--- config.mk ---
export PLATFORM = sky130hd
export DESIGN_NAME = chan_cmd_responder
export DESIGN_NICKNAME = d
export VERILOG_FILES = /design/src/rtl/chan_cmd_responder.sv
export SDC_FILE = /design/constraint.sdc
export NUM_CORES = 1
export LEC_CHECK = 0
export BUFFER_PORTS_ARGS = -buffer_cell sky130_fd_sc_hd__buf_2
export CAP_MARGIN = 20
export CORE_ASPECT_RATIO = 1.25
export CORE_UTILIZATION = 45
export CTS_CLUSTER_SIZE = 10
export DETAILED_ROUTE_END_ITERATION = 7
export PLACE_DENSITY = 0.75
export REMOVE_ABC_BUFFERS = 1
export SYNTH_ARGS = -nofsm -noshare
export SYNTH_HDL_FRONTEND = slang
export SYNTH_SLANG_ARGS = --single-unit
--- constraint.sdc ---
create_clock -name axis_aclk -period 2.3 [get_ports axis_aclk]
set_input_delay 0.23 -clock axis_aclk [delete_from_list [all_inputs] [get_ports axis_aclk]]
set_output_delay 0.23 -clock axis_aclk [all_outputs]
set_load 0.1 [all_outputs]
--- src/rtl/chan_cmd_responder.sv ---
// chan_cmd_responder: channel-side command executor for the master link.
// Accepts READ/WRITE command frames from the RX stream, performs one access
// on the local register bus, and returns one response frame per command.
// Malformed frames are drained, answered with status F and counted.
module chan_cmd_responder #(
  parameter int TIMEOUT = 255
) (
  input  logic         axis_aclk,
  input  logic         axis_aresetn,
  input  logic [0:15]  s_axis_rx_tdata,
  input  logic [0:1]   s_axis_rx_tkeep,
  input  logic         s_axis_rx_tvalid,
  input  logic         s_axis_rx_tlast,
  output logic         s_axis_rx_tready,
  output logic [0:15]  m_axis_tx_tdata,
  output logic [0:1]   m_axis_tx_tkeep,
  output logic         m_axis_tx_tvalid,
  output logic         m_axis_tx_tlast,
  input  logic         m_axis_tx_tready,
  output logic [11:0]  io_addr,
  output logic         io_wr_en,
  output logic         io_rd_en,
  output logic [31:0]  io_wr_data,
  input  logic [31:0]  io_rd_data,
  input  logic         io_rd_ack,
  output logic [15:0]  frame_err_count
);

  localparam logic [3:0] ST_IDLE     = 4'd0;
  localparam logic [3:0] ST_GET_WHI  = 4'd1;
  localparam logic [3:0] ST_GET_WLO  = 4'd2;
  localparam logic [3:0] ST_DRAIN    = 4'd3;
  localparam logic [3:0] ST_WR_STB   = 4'd4;
  localparam logic [3:0] ST_RD_STB   = 4'd5;
  localparam logic [3:0] ST_RD_WAIT  = 4'd6;
  localparam logic [3:0] ST_SEND_HDR = 4'd7;
  localparam logic [3:0] ST_SEND_DHI = 4'd8;
  localparam logic [3:0] ST_SEND_DLO = 4'd9;

  localparam logic [3:0] OP_READ   = 4'h1;
  localparam logic [3:0] OP_WRITE  = 4'h2;
  localparam logic [3:0] STS_RD_OK = 4'h1;
  localparam logic [3:0] STS_WR_OK = 4'h2;
  localparam logic [3:0] STS_TMO   = 4'hE;
  localparam logic [3:0] STS_BAD   = 4'hF;

  logic [3:0]  state_q, state_d;
  logic        rx_ready_q;
  logic [11:0] resp_addr_q;
  logic [15:0] whi_q;
  logic [31:0] rd_data_q;
  logic [3:0]  status_q, status_d;
  logic [15:0] wait_q;
  logic [11:0] io_addr_q;
  logic [31:0] io_wr_data_q;
  logic        io_wr_en_q, io_rd_en_q;
  logic [15:0] err_cnt_q;
  logic        tx_valid_q, tx_last_q;
  logic [0:15] tx_data_q;
  logic [0:1]  tx_keep_q;

  logic        rx_fire, tx_fire, keep_ok, hdr_bad, enter_hdr;
  logic [3:0]  opcode;
  logic [11:0] rx_addr, hdr_addr_d;

  assign s_axis_rx_tready = rx_ready_q;
  assign m_axis_tx_tdata  = tx_data_q;
  assign m_axis_tx_tkeep  = tx_keep_q;
  assign m_axis_tx_tvalid = tx_valid_q;
  assign m_axis_tx_tlast  = tx_last_q;
  assign io_addr          = io_addr_q;
  assign io_wr_en         = io_wr_en_q;
  assign io_rd_en         = io_rd_en_q;
  assign io_wr_data       = io_wr_data_q;
  assign frame_err_count  = err_cnt_q;

  // Frame decode and next-state selection, including the status of any response being started.
  always_comb begin
    rx_fire    = s_axis_rx_tvalid && rx_ready_q;
    tx_fire    = tx_valid_q && m_axis_tx_tready;
    keep_ok    = (s_axis_rx_tkeep == 2'b11);
    opcode     = s_axis_rx_tdata[0:3];
    rx_addr    = s_axis_rx_tdata[4:15];
    hdr_bad    = !((opcode == OP_READ) || (opcode == OP_WRITE)) || !keep_ok;
    // A response can start straight from IDLE, before resp_addr_q has captured the header.
    hdr_addr_d = (state_q == ST_IDLE) ? (hdr_bad ? 12'h000 : rx_addr) : resp_addr_q;
    state_d    = state_q;
    status_d   = status_q;
    case (state_q)
      ST_IDLE: begin
        if (rx_fire) begin
          if (hdr_bad) begin
            status_d = STS_BAD;
            state_d  = s_axis_rx_tlast ? ST_SEND_HDR : ST_DRAIN;
          end else if (opcode == OP_READ) begin
            status_d = STS_BAD;
            state_d  = s_axis_rx_tlast ? ST_RD_STB : ST_DRAIN;
          end else begin
            status_d = STS_BAD;
            state_d  = s_axis_rx_tlast ? ST_SEND_HDR : ST_GET_WHI;
          end
        end
      end
      ST_GET_WHI: begin
        if (rx_fire) begin
          if (!keep_ok || s_axis_rx_tlast) begin
            status_d = STS_BAD;
            state_d  = s_axis_rx_tlast ? ST_SEND_HDR : ST_DRAIN;
          end else begin
            state_d = ST_GET_WLO;
          end
        end
      end
      ST_GET_WLO: begin
        if (rx_fire) begin
          if (!keep_ok) begin
            status_d = STS_BAD;
            state_d  = s_axis_rx_tlast ? ST_SEND_HDR : ST_DRAIN;
          end else if (s_axis_rx_tlast) begin
            state_d = ST_WR_STB;
          end else begin
            status_d = STS_BAD;
            state_d  = ST_DRAIN;
          end
        end
      end
      ST_DRAIN: begin
        if (rx_fire && s_axis_rx_tlast) begin
          status_d = STS_BAD;
          state_d  = ST_SEND_HDR;
        end
      end
      ST_WR_STB: begin
        status_d = STS_WR_OK;
        state_d  = ST_SEND_HDR;
      end
      ST_RD_STB: state_d = ST_RD_WAIT;
      ST_RD_WAIT: begin
        if (io_rd_ack) begin
          status_d = STS_RD_OK;
          state_d  = ST_SEND_HDR;
        end else if (wait_q == 16'(TIMEOUT)) begin
          status_d = STS_TMO;
          state_d  = ST_SEND_HDR;
        end
      end
      ST_SEND_HDR: begin
        if (tx_fire) state_d = (status_q == STS_RD_OK) ? ST_SEND_DHI : ST_IDLE;
      end
      ST_SEND_DHI: begin
        if (tx_fire) state_d = ST_SEND_DLO;
      end
      ST_SEND_DLO: begin
        if (tx_fire) state_d = ST_IDLE;
      end
      default: state_d = ST_IDLE;
    endcase
    enter_hdr = (state_d == ST_SEND_HDR) && (state_q != ST_SEND_HDR);
  end

  // State, bus strobes, captured data, error counter and the registered TX beat.
  always_ff @(posedge axis_aclk or negedge axis_aresetn) begin
    if (!axis_aresetn) begin
      state_q      <= ST_IDLE;
      rx_ready_q   <= 1'b0;
      resp_addr_q  <= '0;
      whi_q        <= '0;
      rd_data_q    <= '0;
      status_q     <= '0;
      wait_q       <= '0;
      io_addr_q    <= '0;
      io_wr_data_q <= '0;
      io_wr_en_q   <= 1'b0;
      io_rd_en_q   <= 1'b0;
      err_cnt_q    <= '0;
      tx_valid_q   <= 1'b0;
      tx_last_q    <= 1'b0;
      tx_data_q    <= '0;
      tx_keep_q    <= '0;
    end else begin
      state_q    <= state_d;
      rx_ready_q <= (state_d == ST_IDLE) || (state_d == ST_GET_WHI) ||
                    (state_d == ST_GET_WLO) || (state_d == ST_DRAIN);
      io_wr_en_q <= (state_d == ST_WR_STB);
      io_rd_en_q <= (state_d == ST_RD_STB);

      if ((state_q == ST_IDLE) && rx_fire) resp_addr_q <= hdr_addr_d;
      if ((state_q == ST_GET_WHI) && rx_fire) whi_q <= s_axis_rx_tdata;
      if ((state_q == ST_IDLE) && (state_d == ST_RD_STB)) io_addr_q <= rx_addr;
      if ((state_q == ST_GET_WLO) && (state_d == ST_WR_STB)) begin
        io_addr_q    <= resp_addr_q;
        io_wr_data_q <= {whi_q, s_axis_rx_tdata};
      end

      if (state_q == ST_RD_STB) wait_q <= 16'd1;
      else if (state_q == ST_RD_WAIT) wait_q <= wait_q + 16'd1;
      if ((state_q == ST_RD_WAIT) && io_rd_ack) rd_data_q <= io_rd_data;

      if (enter_hdr) begin
        status_q   <= status_d;
        tx_valid_q <= 1'b1;
        tx_keep_q  <= 2'b11;
        tx_data_q  <= {status_d, hdr_addr_d};
        tx_last_q  <= (status_d != STS_RD_OK);
        if ((status_d == STS_BAD) && (err_cnt_q != 16'hFFFF)) err_cnt_q <= err_cnt_q + 16'd1;
      end else if (tx_fire) begin
        if ((state_q == ST_SEND_HDR) && (status_q == STS_RD_OK)) begin
          tx_data_q <= rd_data_q[31:16];
          tx_last_q <= 1'b0;
        end else if (state_q == ST_SEND_DHI) begin
          tx_data_q <= rd_data_q[15:0];
          tx_last_q <= 1'b1;
        end else begin
          tx_valid_q <= 1'b0;
          tx_last_q  <= 1'b0;
          tx_keep_q  <= '0;
          tx_data_q  <= '0;
        end
      end
    end
  end

endmodule

==> results of run 1 <==
area by class of cell:
| type | instances | area (um2) | share of cell area |
|---|---|---|---|
| clock buffer | 17 | 425 | 0.0441 |
| clock inverter | 14 | 186 | 0.0193 |
| inverter | 8 | 33.8 | 0.00350 |
| multi-input combinational | 466 | 3240 | 0.336 |
| sequential | 165 | 4130 | 0.428 |
| tap | 216 | 270 | 0.0280 |
| timing repair buffer | 216 | 1360 | 0.141 |
| timing repair inverter | 1 | 7.51 | 0.000778 |
cells by family after synthesis:
family,Yosys count
xor gates and xnor gates,17
AOI/OAI and AO/OA,140
DFF,165
adders and majority gates,2
buffers and inverters,48
and+or+nand+nor,219
muxes,88
sequential cells by signal, summed over array words and instances (netlist names), 12 cells and up:
signal and flops:
resp_addr_q 12, wait_q 16, whi_q 16, rd_data_q 32, io_wr_data 32, m_axis_tx_tdata 16
frame_err_count 16, io_addr 12
synthesized netlist by cell type (8+ instances only):
cell type	n
sky130_fd_sc_hd__clkbuf_1	25
sky130_fd_sc_hd__nand3_1	15
sky130_fd_sc_hd__inv_1	8
sky130_fd_sc_hd__o211ai_1	17
sky130_fd_sc_hd__and3_1	8
sky130_fd_sc_hd__and2_1	8
sky130_fd_sc_hd__dfrtp_1	165
sky130_fd_sc_hd__nand4_1	9
sky130_fd_sc_hd__o21ai_0	31
sky130_fd_sc_hd__a22oi_1	13
sky130_fd_sc_hd__mux2_2	78
sky130_fd_sc_hd__nand2_1	90
sky130_fd_sc_hd__a31oi_1	13
sky130_fd_sc_hd__a21oi_1	41
sky130_fd_sc_hd__nor2_1	49
sky130_fd_sc_hd__xnor2_1	15
metrics by stage:
| stage | utilization | setup TNS (ns) | hold slack (ns) | instances | cell area (um2) |
|---|---|---|---|---|---|
| after floorplan | - | -262.69 | -0.0656 | 639 | 7330 |
| after global placement | 0.546 | -14.14 | 0.209 | 1067 | 8890 |
| after detailed placement | 0.546 | -17.28 | 0.214 | 1067 | 8890 |
| after CTS | 0.591 | -1.59 | 0.0240 | 1102 | 9610 |
| after global routing | 0.594 | -3.23 | 0.0241 | 1103 | 9660 |
| final | 0.594 | -1.50 | 0.0388 | 1103 | 9660 |
metal layers:
| metal | global-route usage | wire [um] |
|---|---|---|
| met2 | 0.398 | 9880 |
| met3 | 0.0574 | 1030 |
| met1 | 0.264 | 7520 |
| met5 | 0 | 0 |
| met4 | 0.0782 | 378 |
final timing paths:
check / slack [ns] / endpoint / from
min reg2reg: 0.49 / io_wr_data[0] / io_wr_data[0]
max: -0.13 / frame_err_count[1] / wait_q[12]
max in group asynchronous: 1.28 / io_wr_data[7] / axis_aresetn
min: 0.04 / rd_data_q[12] / io_rd_data[12]
min in group asynchronous: 0.34 / frame_err_count[2] / axis_aresetn
max reg2reg: -0.13 / frame_err_count[1] / wait_q[12]
placed cells by master (no fill, tap or decap), drive strengths merged, types with 13 or more instances in the layout:
master and instances:
clkbuf 17, a22oi 13, nand2 90, buf 215, a31oi 13, xnor2 15, nor2 49, dfrtp 165
mux2 81, nand3 20, o21ai 31, a21oi 42, o211ai 18, inv 16
what timing repair did:
| item | in CTS | in global routing |
|---|---|---|
| resized for setup | 16 | 11 |
| hold endpoints to repair | 45 | 0 |
| setup buffers | 1 | 1 |
| pin swaps | 9 | 3 |
| setup endpoints to repair | 82 | 81 |
| hold buffers | 1 | 0 |
| cloned | 2 | 0 |
==> results.yml, run 1 <==
yosys:
  dominant_combinational_cell_family_by_area_after_synthesis: "simple AND/OR/NAND/NOR gates"
  post_synth_simple_gate_area: 0.149
  syn_area_um2: 7520
  netlist.top_cell.by_area: "sky130_fd_sc_hd__dfrtp_1"
  synth-xor-area-share: 0.0198
  synthMuxAreaShare: 0.131
  ffs_w_async_s_r_synth: 1.00
  synthCells: 679
  number_of_enable_type_register_cells_in_the_synthesized_netlist: 0
  fraction_of_the_mapped_netlist_area_in_compound_gates: 0.119
  yosysTopAreaCellShare: 0.549
  post_synth_num_cell_types: 62
  post_synth.cell_area_avg_um2: 11.1
  synth_seq_area_share: 0.549
  postSynth.topFlopCell: "sky130_fd_sc_hd__dfrtp_1"
  postSynthRegisterBits: 165
  synth_area_leaders: "sky130_fd_sc_hd__dfrtp_1, sky130_fd_sc_hd__mux2_2, sky130_fd_sc_hd__nand2_1"
  post_synth_fa_ha_maj_area_fraction: 0.00333
  yosysWarningCount: 0
finish:
  areaGrowthSynthToFinish_pct: 28.4
  antenna_cells: 0
  fill_cells: 1393
  final_net_count: 933
  drive_gt1_frac: 0.402
sta:
  relSlewSlack: 0.507
  grt_setup_unrepaired: "true"
  report.final.setup_viol: 17
  clock-skew-final_ns: 0.0114
  final_period_util: 1.06
  achievable-frequency_mhz: 412
  timing.final.ws_setup_ns: -0.128
  hold_viol_final: 0
  final-max-slew-violation-count: 0
  finalWorstPathRequiredPeriod_ns: 2.43
  transition_at_the_pin_with_the_smallest_max_transition_slack_ns: 0.738
floorplanning:
  placementRows: 52
  start_util: 0.462
  coreArea_um2: 16300
  io-pin-count: 139
  vertical_die_dimension_um: 147
  dieArea_um2: 17200
  horizontal_die_dimension_um: 118
setup_path:
  critPathLaunchType: "register"
  timing.critical_path.arrival_ns: 2.73
  worstPathRequired_ns: 2.60
  timing.critical_path.mode_cell: "sky130_fd_sc_hd__buf_4"
  timing.critical_path.depth: 9
  cp_slowest_cell: "sky130_fd_sc_hd__or4_4"
  timing.reg2reg.worst_path_depth: 9
  ordered_cell_list_for_the_critical_path: "or4_4 -> nor4_4 -> buf_4 -> nor3_2 -> o32ai_1 -> buf_4 -> nor4_4 -> buf_4 -> mux2_2"
  timing.critical_path.fanout_max: 5
  timing.critical_path.slowest_cell_delay_ns: 0.55
  crit_type: "reg -> reg"
  end_kind: "register"
  cp_num_buf_inv: 3
  worst_path_dominant_cell_family: "simple AND/OR/NAND/NOR gates"
placed_design:
  preCtsSetupSlack_ns: -0.273
  post-dp-hpwl_um: 13300
  gpl.final_weighted_congestion: 0.879
  io_buffer_count: 138
drt:
  detail_route.first_pass.iterations: 5
  routed_wirelength_um: 18800
  remaining_drc_errors: 0
  drt-vias-per-instance: 5.41
  drt-wirelength-per-cell_um: 17.0
  vias: 5965
  drt.antenna.violating_nets: 0
  detail_route.iter0.violations: 304
global_routing:
  wire_length_of_the_first_global_routing_pass_um: 30700
  remaining_global_route_overflow: 0
  grt_use_total: 0.225
  number_of_global_route_vias_before_repair: 6145
  largest_net_degree_at_the_start_of_global_routing: 50
  grt_antenna_before_repair: 0
run_status:
  run_status: "finished with violations"
  violations: "negative setup slack"
clock_network:
  ctsHtreeMaxLevel: 4
  cts.reportedPaths.clkPinSlew_ns: 0.07
  clock-sinks: 165
  clk_latency_ns: 0.42
  clk_root_buffer_cell: "sky130_fd_sc_hd__clkbuf_16"
  max-clock-path-buffers: 2
  cts_tree: "built"
  numCtsBuffers: 17
run:
  number_of_violations_of_the_max_capacitance_limit: 0
hold_path:
  hold_depth: 2
  hold_path_class: "in -> reg"
Power of run 1 is left out: the tool's default activity adds up to more than one toggle a clock period on the data nets, which glitch-free logic cannot reach.
==> run 2, diff against run 1 <==
CORE_UTILIZATION = 25   (was 45)
PLACE_DENSITY = 0.5   (was 0.75)
RECOVER_POWER = 100   (was default)
==> run 2 against run 1 <==
Against the previous run:
- the flow still finishes with violations (negative setup slack)
- clock skew fell by 0.00086 ns
- first-iteration DRC count fell by 17%
- sequential share of layout area fell by 1.3 points
- sequential cell count did not move
- final cell count rose by 18%
- register-to-register slack barely moved
- critical path depth fell by 1
- final area rose by 3.0%
- hold slack got worse by 0.012 ns
- wire length rose by 14%
- largest cell class unchanged
==> results.yml, run 2 (same netlist as run 1, synthesis figures left out) <==
finish:
  multi_input_logic_area_um2: 3280
  mostFrequentLayoutCells: "sky130_fd_sc_hd__dfrtp_1, sky130_fd_sc_hd__nand2_1, sky130_fd_sc_hd__clkbuf_1"
  sequential_standard_cell_area_um2: 4130
  final_net_count: 948
  finalNonFillerCells: 1299
  leading_cell_type_in_the_layout_fill_and_taps_excluded: "sky130_fd_sc_hd__dfrtp_1"
  fill_cells: 3076
  antenna_cells: 0
  drive_gt1_frac: 0.326
  areaGrowthSynthToFinish_pct: 32.3
sta:
  final-max-slew-violation-count: 0
  hold_viol_final: 0
  clock-skew-final_ns: 0.0106
  grt_setup_unrepaired: "true"
  final_period_util: 1.06
  report.final.setup_viol: 17
  relSlewSlack: 0.155
  finalWorstPathRequiredPeriod_ns: 2.44
  timing.final.ws_setup_ns: -0.139
  total_negative_slack_for_setup_checks_ns: -1.83
  transition_at_the_pin_with_the_smallest_max_transition_slack_ns: 1.27
  achievable-frequency_mhz: 410
drt:
  detail_route.iter0.violations: 252
  remaining_drc_errors: 0
  drt-wirelength-per-cell_um: 16.4
  vias: 5993
  detail_route.first_pass.iterations: 4
  routed_wirelength_um: 21400
  drt.antenna.violating_nets: 0
  drt-vias-per-instance: 4.61
setup_path:
  timing.critical_path.slowest_cell_delay_ns: 0.50
  ordered_cell_list_for_the_critical_path: "and4bb_2 -> o21ai_0 -> a21oi_1 -> o32ai_2 -> nor4_4 -> buf_6 -> nand4_1 -> xnor2_1"
  timing.critical_path.arrival_ns: 2.75
  timing.critical_path.fanout_max: 14
  cp_slowest_cell: "sky130_fd_sc_hd__dfrtp_2"
  crit_type: "reg -> reg"
  worstPathRequired_ns: 2.61
  end_kind: "register"
  critPathLaunchType: "register"
run_status:
  run_status: "finished with violations"
  violations: "negative setup slack"
floorplanning:
  start_util: 0.255
  horizontal_die_dimension_um: 157
  vertical_die_dimension_um: 196
  dieArea_um2: 30800
  placementRows: 70
  coreArea_um2: 29400
  io-pin-count: 139
global_routing:
  wire_length_of_the_first_global_routing_pass_um: 32900
  grt_antenna_before_repair: 1
  grt_use_total: 0.141
  largest_net_degree_at_the_start_of_global_routing: 50
  remaining_global_route_overflow: 0
  number_of_global_route_vias_before_repair: 5904
hold_path:
  hold_path_class: "in -> reg"
clock_network:
  ctsHtreeMaxLevel: 4
  cts_tree: "built"
  numCtsBuffers: 17
  cts.reportedPaths.clkPinSlew_ns: 0.07
  clk_latency_ns: 0.43
  clk_root_buffer_cell: "sky130_fd_sc_hd__clkbuf_16"
  clock-sinks: 165
  max-clock-path-buffers: 2
placed_design:
  dp_cells: 1252
  gpl.final_weighted_congestion: 0.850
  post-dp-hpwl_um: 14900
  io_buffer_count: 138
run:
  number_of_violations_of_the_max_capacitance_limit: 0
## run 2: worst max-delay path: cells and delay by family (launching register included)
| family | cells | cell delay [ns] |
|---|---|---|
| AND/OR/NAND/NOR | 3 | 0.86 |
| AO/OA/AOI/OAI | 3 | 0.60 |
| flip-flops | 1 | 0.50 |
| buffers and inverters | 1 | 0.22 |
| XOR/XNOR | 1 | 0.14 |
## run 2: through the flow
| stage | utilization | worst slack [ns] | hold WS [ns] | instance area, um2 |
|---|---|---|---|---|
| after detailed placement | 0.311 | -0.325 | 0.210 | 9170 |
| after global placement | 0.311 | -0.251 | 0.219 | 9170 |
| after global routing | 0.338 | -0.286 | 0.0102 | 9950 |
| after floorplan | - | -3.78 | -0.0656 | 7330 |
| final | 0.338 | -0.139 | 0.0267 | 9950 |
| after CTS | 0.336 | -0.147 | 0.00882 | 9870 |
## run 2: worst paths after layout
path	to	depth (start not counted)	slack [ns]	startpoint
max in group asynchronous	m_axis_tx_tdata[5]	3	0.31	axis_aresetn
worst min-delay path	rd_data_q[9]	2	0.03	io_rd_data[9]
worst min register to register	frame_err_count[9]	1	0.48	frame_err_count[9]
worst max-delay path	frame_err_count[4]	8	-0.14	state_q[3]
worst max register to register	frame_err_count[4]	8	-0.14	state_q[3]
min in group asynchronous	frame_err_count[1]	2	0.60	axis_aresetn
## run 2: area by class of cell
| type | instances | share of cell area |
|---|---|---|
| flip-flops and latches | 165 | 0.415 |
| multi-input cells | 466 | 0.330 |
| repair buffers | 231 | 0.141 |
| well taps | 396 | 0.0498 |
| clock buffers | 21 | 0.0453 |
| clock inverters | 11 | 0.0151 |
| inverters | 8 | 0.00340 |
| repair inverters | 1 | 0.000755 |
## run 2: timing repair
item,CTS,global route
pin swaps,3,4
buffers inserted,3,6
cloned,1,4
gates resized for setup,15,22
endpoints found under the hold margin,44,0
hold buffers,1,0
endpoints found under the setup margin,65,64
## run 2: layer usage
metal | vias to the layer above | wire length [um] | track usage
li1 | 2847 | - | -
met1 | 2986 | 8980 | 0.166
met2 | 139 | 11000 | 0.246
met3 | 19 | 1140 | 0.0409
met4 | 2 | 266 | 0.0396
met5 | - | 10 | 0
Power of run 2 is left out for the same reason.
==> run 3, diff against run 2 <==
ABC_AREA = 1   (was default)
PLACE_DENSITY = 0.49   (was 0.5)
==> run 3 against run 2 <==
Against the previous run:
- the flow now finishes without violations
- first-iteration DRC count rose by 110%
- clock skew barely moved
- non-clock buffer count fell by 22
- die area rose by 4.1%
- synthesized area rose by 4.1%
- critical endpoint is now m_axis_tx_tdata[2]
==> results.yml, run 3 <==
setup_path:
  worst_path_dominant_cell_family: "simple AND/OR/NAND/NOR gates"
  timing.reg2reg.worst_path_depth: 15
  ordered_cell_list_for_the_critical_path: "inv_1 -> nand2_1 -> nor2_1 -> nand2_1 -> inv_1 -> nor2_2 -> nand2_2 -> nand3_1 -> nor2_4 -> buf_12 -> nor2_4 -> buf_12 -> clkbuf_4 -> nand2_1 -> nand2_1"
  cp_slowest_cell: "sky130_fd_sc_hd__dfrtp_1"
  critical_path.reg2reg.startpoint: "state_q[3]"
  timing.rr.end: "m_axis_tx_tdata[2]"
  worstPathRequired_ns: 2.68
  timing.critical_path.fanout_max: 9
  end_kind: "register"
  timing.critical_path.slowest_cell_delay_ns: 0.43
  cp-endpoint: "m_axis_tx_tdata[2]"
  worst_setup_path_start: "state_q[3]"
  cp_num_buf_inv: 5
  timing.critical_path.mode_cell: "sky130_fd_sc_hd__nand2_1"
  timing.critical_path.depth: 15
  r2r_slack_ns: 0.18
  critPathLaunchType: "register"
  crit_type: "reg -> reg"
  timing.critical_path.arrival_ns: 2.51
yosys:
  postSynth.topFlopCell: "sky130_fd_sc_hd__dfrtp_1"
  postSynthRegisterBits: 165
  syn_area_um2: 7830
  post_synth_num_cell_types: 38
  post_synth_most_frequent_cells: "sky130_fd_sc_hd__nand2_1, sky130_fd_sc_hd__dfrtp_1, sky130_fd_sc_hd__inv_1"
  synth_area_leaders: "sky130_fd_sc_hd__dfrtp_1, sky130_fd_sc_hd__nand2_1, sky130_fd_sc_hd__o21ai_0"
  netlist.top_cell.by_area: "sky130_fd_sc_hd__dfrtp_1"
  yosys.cell_count.top_type: "sky130_fd_sc_hd__nand2_1"
  post_synth.cell_area_avg_um2: 7.96
  synth_seq_area_share: 0.528
  number_of_enable_type_register_cells_in_the_synthesized_netlist: 0
  yosysWarningCount: 0
  yosysTopAreaCellShare: 0.528
  ffs_w_async_s_r_synth: 1.00
  synthCells: 983
drt:
  detail_route.iter0.violations: 533
  detail_route.first_pass.iterations: 6
  drt.antenna.violating_nets: 0
  routed_wirelength_um: 21700
  drt-wirelength-per-cell_um: 13.6
  drt-vias-per-instance: 4.27
  vias: 6822
  remaining_drc_errors: 0
placed_design:
  detailed_place.area_um2: 9200
  post-dp-hpwl_um: 15400
  gpl.final_weighted_congestion: 0.851
  io_buffer_count: 138
finish:
  leading_cell_type_in_the_layout_fill_and_taps_excluded: "sky130_fd_sc_hd__nand2_1"
  sequential_standard_cell_area_um2: 4130
  drive_gt1_frac: 0.130
  mostFrequentLayoutCells: "sky130_fd_sc_hd__nand2_1, sky130_fd_sc_hd__dfrtp_1, sky130_fd_sc_hd__o21ai_0"
  finish.instance_area_um2: 9970
  multi_input_logic_area_um2: 3070
  final_core_utilization: 0.323
  final_net_count: 1233
  areaGrowthSynthToFinish_pct: 27.4
  fill_cells: 3364
global_routing:
  grt_antenna_before_repair: 2
  number_of_global_route_vias_before_repair: 6550
  grt_use_total: 0.139
  wire_length_of_the_first_global_routing_pass_um: 34700
  largest_net_degree_at_the_start_of_global_routing: 67
  remaining_global_route_overflow: 0
hold_path:
  hold_path_class: "in -> reg"
clock_network:
  numCtsBuffers: 17
  cts.reportedPaths.clkPinSlew_ns: 0.07
  max-clock-path-buffers: 2
  clk_root_buffer_cell: "sky130_fd_sc_hd__clkbuf_16"
  clock-sinks: 165
  cts_tree: "built"
  ctsHtreeMaxLevel: 4
  clk_latency_ns: 0.45
floorplanning:
  io-pin-count: 139
  placementRows: 72
  start_util: 0.253
  horizontal_die_dimension_um: 160
  dieArea_um2: 32000
  coreArea_um2: 30900
  vertical_die_dimension_um: 200
sta:
  clock-skew-final_ns: 0.0103
  final_period_util: 0.923
  grt_setup_unrepaired: "false"
  finalWorstPathRequiredPeriod_ns: 2.12
  transition_at_the_pin_with_the_smallest_max_transition_slack_ns: 1.37
  total_negative_slack_for_setup_checks_ns: 0
  final-max-slew-violation-count: 0
  report.final.setup_viol: 0
  hold_viol_final: 0
  achievable-frequency_mhz: 471
  relSlewSlack: 0.0875
run:
  number_of_violations_of_the_max_capacitance_limit: 0
pwr:
  power.ir.vdd_worst_mv: 0.822
  power_leakage_nw: 4.98
  pwr_cell_area_nw_per_um2: 1480
run_status:
  run_status: "completed"
[run 3: through the flow]
stage	hold WS [ns]	std cells	worst slack, ns	power, mW
3_3_place_gp	0.223	1528	0.193	12.0
4_1_cts	0.000377	1591	0.143	15.1
5_1_grt	0.0209	1595	0.00709	15.7
6_report	0.0199	1596	0.178	14.8
2_1_floorplan	-0.0656	947	-2.08	9.95
3_5_place_dp	0.228	1528	0.146	12.1
[run 3: cells by family after synthesis]
kind of cell               synth area share
DFF                                   0.528
and+or+nand+nor                       0.259
buffers and inverters                0.0777
muxes                               0.00256
adders and majority gates           0.00320
xor gates and xnor gates             0.0190
AOI/OAI and AO/OA                     0.110
[run 3: worst min path at each step]
stage	startpoint	endpoint	slack, ns	depth (start not counted)
4_1_cts	io_rd_data[28]	rd_data_q[28]	0.0004	3
3_5_place_dp	axis_aresetn	io_wr_data[20]	0.23	1
6_report	io_rd_data[24]	rd_data_q[24]	0.02	3
2_1_floorplan	axis_aresetn	frame_err_count[0]	-0.07	0
3_3_place_gp	axis_aresetn	io_wr_data[20]	0.22	1
5_1_grt	io_rd_data[24]	rd_data_q[24]	0.02	3
[run 3: area by class of cell]
| type | count | share of cell area |
|---|---|---|
| Inverter | 111 | 0.0420 |
| Multi-Input combinational cell | 671 | 0.308 |
| Tap cell | 407 | 0.0511 |
| Timing Repair Buffer | 209 | 0.125 |
| Clock buffer | 17 | 0.0427 |
| Clock inverter | 15 | 0.0163 |
| Antenna cell | 1 | 0.000251 |
| Sequential cell | 165 | 0.414 |
[run 3: layer usage]
layer / share of wire / routed length (um) / global-route usage / up-vias
li1: - / - / - / 3488
met1: 0.47 / 10300 / 0.180 / 3197
met2: 0.48 / 10400 / 0.231 / 120
met3: 0.034 / 746 / 0.0312 / 15
met4: 0.012 / 271 / 0.0437 / 2
met5: 0.00078 / 17 / 0 / -
[run 3: worst register-to-register path: stages, from the launching register on]
cell,delay (ns)
sky130_fd_sc_hd__dfrtp_1,0.43
sky130_fd_sc_hd__inv_1,0.09
sky130_fd_sc_hd__nand2_1,0.16
sky130_fd_sc_hd__nor2_1,0.08
sky130_fd_sc_hd__nand2_1,0.07
sky130_fd_sc_hd__inv_1,0.06
sky130_fd_sc_hd__nor2_2,0.23
sky130_fd_sc_hd__nand2_2,0.08
sky130_fd_sc_hd__nand3_1,0.13
sky130_fd_sc_hd__nor2_4,0.05
sky130_fd_sc_hd__buf_12,0.13
sky130_fd_sc_hd__nor2_4,0.16
sky130_fd_sc_hd__buf_12,0.15
sky130_fd_sc_hd__clkbuf_4,0.13
sky130_fd_sc_hd__nand2_1,0.04
sky130_fd_sc_hd__nand2_1,0.06
[run 3: what timing repair did]
| item | in CTS | in global routing |
|---|---|---|
| resized for setup | 0 | 5 |
| hold buffers | 31 | 0 |
| setup endpoints to repair | 0 | 36 |
| hold endpoints to repair | 77 | 0 |
| buffers inserted | 0 | 4 |
[run 3: report_power, final]
| part | switching, mW | leakage (nW) | internal [mW] |
|---|---|---|---|
| clock | 1.36 | 0.281 | 1.54 |
| combinational | 5.89 | 2.55 | 1.61 |
| sequential | 0.525 | 2.15 | 3.84 |
| total | 7.78 | 4.98 | 6.99 |
(Power assumes the default switching activity.)
